<file path="src/rtl/uart_tx_arb.sv">
// rtl/uart_tx_arb.sv - round-robin arbiter sharing one UART transmitter between byte sources
// Optional channel tag and escape insertion lets the host demultiplex the stream.
`timescale 1ns/1ps
module uart_tx_arb #(
  parameter int NREQ       = 4,
  parameter int FRAME_CLKS = 240,
  parameter int TAG_EN     = 1
) (
  input  logic              clk,
  input  logic              nRst,
  input  logic [NREQ-1:0]   req_valid,
  input  logic [8*NREQ-1:0] req_byte,
  output logic [NREQ-1:0]   req_ready,
  output logic              transmit,
  output logic [7:0]        tx_byte,
  output logic              busy,
  output logic [2:0]        grant_id
);

  localparam int TW = $clog2(FRAME_CLKS);

  typedef enum logic [2:0] {S_IDLE, S_TAG, S_ESC, S_DATA, S_WAIT} state_t;

  state_t        state_q, state_d, next_q, next_d;
  logic [2:0]    rr_last_q, rr_last_d, last_chan_q, last_chan_d, grant_q, grant_d;
  logic          last_vld_q, last_vld_d;
  logic [7:0]    data_q, data_d, tx_q, tx_d;
  logic [TW-1:0] timer_q, timer_d;

  logic [7:0]    valid8;
  logic [63:0]   byte64;
  logic [7:0]    sel_byte;
  logic [7:0]    ready8;
  logic [2:0]    sel;
  logic          found;
  logic          emit;
  int            cand;

  assign valid8   = 8'(req_valid);
  assign byte64   = 64'(req_byte);
  assign sel_byte = byte64[{sel, 3'b000} +: 8];

  // Round-robin search starting just after the last granted channel.
  always_comb begin
    found = 1'b0;
    sel   = '0;
    cand  = 0;
    for (int k = 1; k <= NREQ; k++) begin
      cand = int'(rr_last_q) + k;
      if (cand >= NREQ) cand = cand - NREQ;
      if (!found && valid8[cand[2:0]]) begin
        found = 1'b1;
        sel   = cand[2:0];
      end
    end
  end

  always_comb begin
    state_d     = state_q;
    next_d      = next_q;
    rr_last_d   = rr_last_q;
    last_chan_d = last_chan_q;
    last_vld_d  = last_vld_q;
    grant_d     = grant_q;
    data_d      = data_q;
    tx_d        = tx_q;
    timer_d     = timer_q;
    emit        = 1'b0;
    ready8      = 8'h00;
    tx_byte     = tx_q;
    case (state_q)
      S_IDLE: begin
        if (found) begin
          ready8    = 8'h01 << sel;
          data_d    = sel_byte;
          grant_d   = sel;
          rr_last_d = sel;
          if (TAG_EN != 0 && (!last_vld_q || sel != last_chan_q)) state_d = S_TAG;
          else if (TAG_EN != 0 && sel_byte >= 8'hF7)              state_d = S_ESC;
          else                                                    state_d = S_DATA;
        end
      end
      S_TAG: begin
        emit        = 1'b1;
        tx_byte     = 8'hF8 + {5'b00000, grant_q};
        last_chan_d = grant_q;
        last_vld_d  = 1'b1;
        next_d      = (data_q >= 8'hF7) ? S_ESC : S_DATA;
      end
      S_ESC: begin
        emit    = 1'b1;
        tx_byte = 8'hF7;
        next_d  = S_DATA;
      end
      S_DATA: begin
        emit    = 1'b1;
        tx_byte = data_q;
        next_d  = S_IDLE;
      end
      S_WAIT: begin
        if (timer_q == '0) state_d = next_q;
        else               timer_d = timer_q - 1'b1;
      end
      default: state_d = S_IDLE;
    endcase
    // Every emit is followed by a WAIT that spaces pulses FRAME_CLKS apart.
    if (emit) begin
      tx_d    = tx_byte;
      timer_d = TW'(FRAME_CLKS - 2);
      state_d = S_WAIT;
    end
  end

  always_ff @(posedge clk) begin
    if (!nRst) begin
      state_q     <= S_IDLE;
      next_q      <= S_IDLE;
      rr_last_q   <= 3'(NREQ - 1);
      last_chan_q <= '0;
      last_vld_q  <= 1'b0;
      grant_q     <= '0;
      data_q      <= '0;
      tx_q        <= '0;
      timer_q     <= '0;
    end else begin
      state_q     <= state_d;
      next_q      <= next_d;
      rr_last_q   <= rr_last_d;
      last_chan_q <= last_chan_d;
      last_vld_q  <= last_vld_d;
      grant_q     <= grant_d;
      data_q      <= data_d;
      tx_q        <= tx_d;
      timer_q     <= timer_d;
    end
  end

  // Gated by nRst so a reset cycle can neither complete a handshake nor pulse the UART.
  assign req_ready = nRst ? ready8[NREQ-1:0] : '0;
  assign transmit  = emit & nRst;
  assign busy      = (state_q != S_IDLE);
  assign grant_id  = grant_q;

endmodule

</file>
<file path="config.mk">
export PLATFORM = sky130hd
export DESIGN_NAME = uart_tx_arb
export DESIGN_NICKNAME = d
export VERILOG_FILES = /design/src/rtl/uart_tx_arb.sv
export SDC_FILE = /design/constraint.sdc
export NUM_CORES = 1
export LEC_CHECK = 0
export ABC_AREA = 1
export CORE_MARGIN = 1.5
export CORE_UTILIZATION = 45
export DETAILED_ROUTE_END_ITERATION = 6
export PLACE_DENSITY = 0.76
export SYNTH_ARGS = -nofsm -noshare
export SYNTH_HDL_FRONTEND = slang
export SYNTH_SLANG_ARGS = --single-unit
export TNS_END_PERCENT = 30
</file>
<file path="constraint.sdc">
create_clock -name clk -period 2.7 [get_ports clk]
set_input_delay 0.54 -clock clk [delete_from_list [all_inputs] [get_ports clk]]
set_output_delay 0.54 -clock clk [all_outputs]
set_load 0.1 [all_outputs]
</file>
==> results.txt <==
----------------------------------------------------
[Status]
  Run status ... finished with violations
  Violated checks ... setup timing

[Worst setup path]
  Data arrival time of the critical path ... 2.23 ns
  Reg-to-reg critical path startpoint ... rr_last_q[0]$_SDFFE_PN1P_
  Worst reg2reg setup slack ... ~0.21 ns
  Critical register-to-register path endpoint ... state_q[0]$_SDFFE_PP0P_
  Largest fanout on the critical path ... 5
  Critical path data required time ... 2.16 ns
  Cell depth of the worst flop-to-flop path ... 22
  Worst setup path category ... reg2out
  CP endpoint kind ... primary output
  Category of the worst setup path launch point ... register
  Startpoint of the worst setup timing path ... rr_last_q[0]$_SDFFE_PN1P_

[Clock tree]
  Clock tree from TritonCTS ... done
  Insertion delay to the later sink of the worst-skew pair ... ~0.29 ns
  Maximum clock insertion buffer count ... 2
  # hold bufs at CTS ... 0
  Cts bufs inserted ... 5
  Clock Pin Slew Worst Setup and Hold Paths ... 0.07 ns
  Total clock sinks ... 38
  H-tree Lvls ... 2
  CTS root buffer ... clkbuf_8

[STA]
  Unrepaired setup endpoints after global routing ... yes
  Setup-failing EPs final ... 3
  Setup slack of the critical path after layout ... -0.0698 ns
  Final max-slew violation count ... 0
  Final period utilization ... 103%
  Clock tree skew after final layout ... between 0.004 and 0.005 ns
  Final Critical Period ... 2.77 ns
  Endpoints failing hold ... 0
  Slew at the pin closest to its max-slew limit ... around 0.47 ns
  Maximum frequency from static timing analysis ... about 360 MHz
  Slew Limit Headroom ... 68.6%

[Cells and area]
  Final nets ... roughly 500
  Final core area utilization ... 71.4%
  Count of antenna diodes in the layout ... 0
  Layout cell share with drive strength beyond 1 ... a little over a quarter
  Area overhead of the layout relative to synthesis ... 52.3%

[Route]
  Detailed-routing iteration count for the pre-antenna-repair pass ... 5
  Via density per instance ... just under 5
  Number of antenna-violating nets in the routed design ... 0
  Avg WL per Cell ... 12.3 µm
  DRC errors left ... 0
  Vias ... 2,640
  Count of routing violations after the opening detailed-route iteration ... between 200 and 250
  Total wire length ... 6520 µm

[Floorplan]
  Die ar. ... just under 6000 µm²
  Initial standard-cell utilization of the core ... 46.9%
  Boundary pin count ... 55
  Die height ... between 70 and 80 µm
  Row count ... 26
  Std-Cell Core Area ... roughly 5000 µm²
  Die Span X ... 75.9 µm

[Logic synthesis]
  Number of distinct library cells after synthesis ... 37
  Post-Synth Simple-Gate Area ... 39.1%
  Post-synthesis mux area share ... 0%
  Synth Register Bits ... 38
  Share of the synthesized area in the top cell type ... between 30% and 40%
  Sequential cell area fraction in the yosys report ... 31.8%
  Biggest area contributors in the synthesized netlist ... dfxtp_1 (32%), nand2_1 (13%), inv_1 (10%)
  Adder-Cell Fraction of Synth Area ... ~2.1%
  Mean post-synth cell area ... approximately 6.5 µm²
  Ys flop type ... dfxtp_1
  Post-synthesis xor/xnor area fraction ... 0.366%
  Synthesis Warnings ... 0
  Ys async rst share ... 0%
  Synthesized instance count ... between 300 and 400
  Net count after synthesis ... just over 400
  Mapped cell area ... around 2400 µm²
  Main combinational cell family by area after synthesis ... simple AND/OR/NAND/NOR gates
  Top cell type by total area after synthesis ... dfxtp_1
  Number of enable-type register cells in the synthesized netlist ... 0
  Compound-gate portion of the synthesized area ... 11.9%

[Min path]
  Number of instances on the worst hold path ... 2
  Min-Delay Path Class ... reg2reg
  Worst-case hold path end point ... tx_q[3]$_SDFFE_PN0N_
  Hold Startpoint ... tx_q[3]$_SDFFE_PN0N_

[Placed design]
  Port buffer count ... 54
  Detailed-placement wirelength estimate ... roughly 4800 µm
  Final weighted congestion in routability-driven placement ... just over 0.9

[GRT]
  Total global-route track usage ... between 20% and 30%
  Largest net degree at the start of global routing ... 16
  Remaining global-route overflow ... 0
  First-pass GRT wire length ... around 11,000 µm
  Vias in the first global route ... around 2,500
  Antenna violations before repair ... 0

[Run]
  Max-cap check violation count ... 0

----------------------------------------------------
cell usage after synthesis (2+ instances only):
cell      number
nor2_1        29
a221oi_1       2
inv_2          3
nor3_1         2
nor4_1         2
buf_4          2
buf_6          4
ha_1           4
nand4_1        6
dfxtp_1       38
nand3b_1       7
nand3_1       41
o21ai_1        4
or2_2          3
a22oi_1        2
clkbuf_1       4
nand2_4        3
a31oi_1        3
o21ai_0       24
inv_4          3
a21oi_1        9
inv_1         65
nand2_1       86
nand2_2       11
per-stage QoR:
stage / area, µm² / hold slack, ns / cells / setup WS, ns / TNS, ns
finish: 3640 / 0.474 / 532 / -0.0698 / -0.0931
detailed placement: 3360 / 0.464 / 515 / -0.307 / -1.26
global placement: 3360 / 0.451 / 515 / -0.224 / -0.878
global route: 3640 / 0.497 / 532 / -0.175 / -0.543
CTS: 3550 / 0.474 / 527 / -0.0289 / -0.0289
floorplan: 2460 / 0.436 / 370 / -0.689 / -3.88
registers in the layout (all words and copies together), names as in the netlist, 2 cells and up:
| name | cells |
|---|---|
| data_q | 8 |
| timer_q | 8 |
| tx_q | 8 |
| last_chan_q | 3 |
| rr_last_q | 3 |
| state_q | 3 |
| grant_id | 2 |
| next_q | 2 |
layout make-up:
type | instances | area (µm²)
multi-input cells | 250 | 1450
inverters | 71 | 284
fillers | 419 | 1460
repair buffers | 95 | 966
clock buffers | 7 | 86.3
well taps | 70 | 87.6
flip-flops and latches | 38 | 769
clock inverters | 1 | 5.00
logic make-up after synthesis:
family	count (synthesis)
buffers and inverters	82
DFF	38
adders and majority gates	4
AOI/OAI and AO/OA	49
and+or+nand+nor	196
xor gates and xnor gates	1
what timing repair did:
| action | CTS | global route |
|---|---|---|
| buffers inserted | 4 | 5 |
| setup endpoints to repair | 4 | 6 |
| pin swaps | 11 | 18 |
| hold endpoints to repair | 0 | 0 |
| gates resized for setup | 27 | 14 |
per-layer routing:
metal	global-route usage, %	vias up	part of all wire (%)
li1	-	1357	-
met1	26.5	1219	42
met2	42.3	55	53
met3	4.22	9	4.2
met4	3.52	0	0.92
met5	0	-	0
worst max path at each step:
stage	endpoint	slack, ns	depth (start not counted)
floorplan	tx_byte[5]	-0.69	4
global placement	req_ready[0]	-0.22	12
detailed placement	req_ready[0]	-0.31	14
CTS	req_ready[0]	-0.03	14
global route	req_ready[0]	-0.18	13
finish	req_ready[0]	-0.07	13
critical path, cell delays in order, from the launching register on:
cell and delay, ns:
dfxtp_4 0.37, inv_4 0.04, ha_4 0.30, inv_4 0.05, nand3_2 0.11, nand3_4 0.10
nand4_4 0.09, inv_2 0.05, nor2_4 0.09, inv_2 0.05, nor2_4 0.17, inv_2 0.09
nor3_4 0.21, buf_12 0.20
cell usage in the layout (no fill, tap or decap), types with 3 or more instances in the layout:
| master | synthesis | final |
|---|---|---|
| a31oi_1 | 3 | 3 |
| nand3b_1 | 7 | 7 |
| inv_1 | 65 | 60 |
| o21ai_0 | 24 | 24 |
| nand2_2 | 11 | 14 |
| dlygate4sd2_1 | 0 | 4 |
| a21oi_1 | 9 | 9 |
| nand4_1 | 6 | 6 |
| nand3_2 | 1 | 3 |
| nand3_4 | 1 | 5 |
| nand2_4 | 3 | 6 |
| nand2_1 | 86 | 80 |
| nor2_4 | 1 | 6 |
| dfxtp_1 | 38 | 35 |
| ha_1 | 4 | 3 |
| nand3_1 | 41 | 35 |
| or2_2 | 3 | 3 |
| buf_6 | 4 | 4 |
| nor2_1 | 29 | 24 |
| buf_12 | 0 | 12 |
| clkdlybuf4s50_1 | 0 | 33 |
| inv_4 | 3 | 3 |
| buf_4 | 2 | 42 |
| inv_2 | 3 | 6 |
| clkbuf_8 | 0 | 6 |
Power is not shown: default switching activity piles up to over one toggle a cycle in this logic, so the estimate is an artifact.
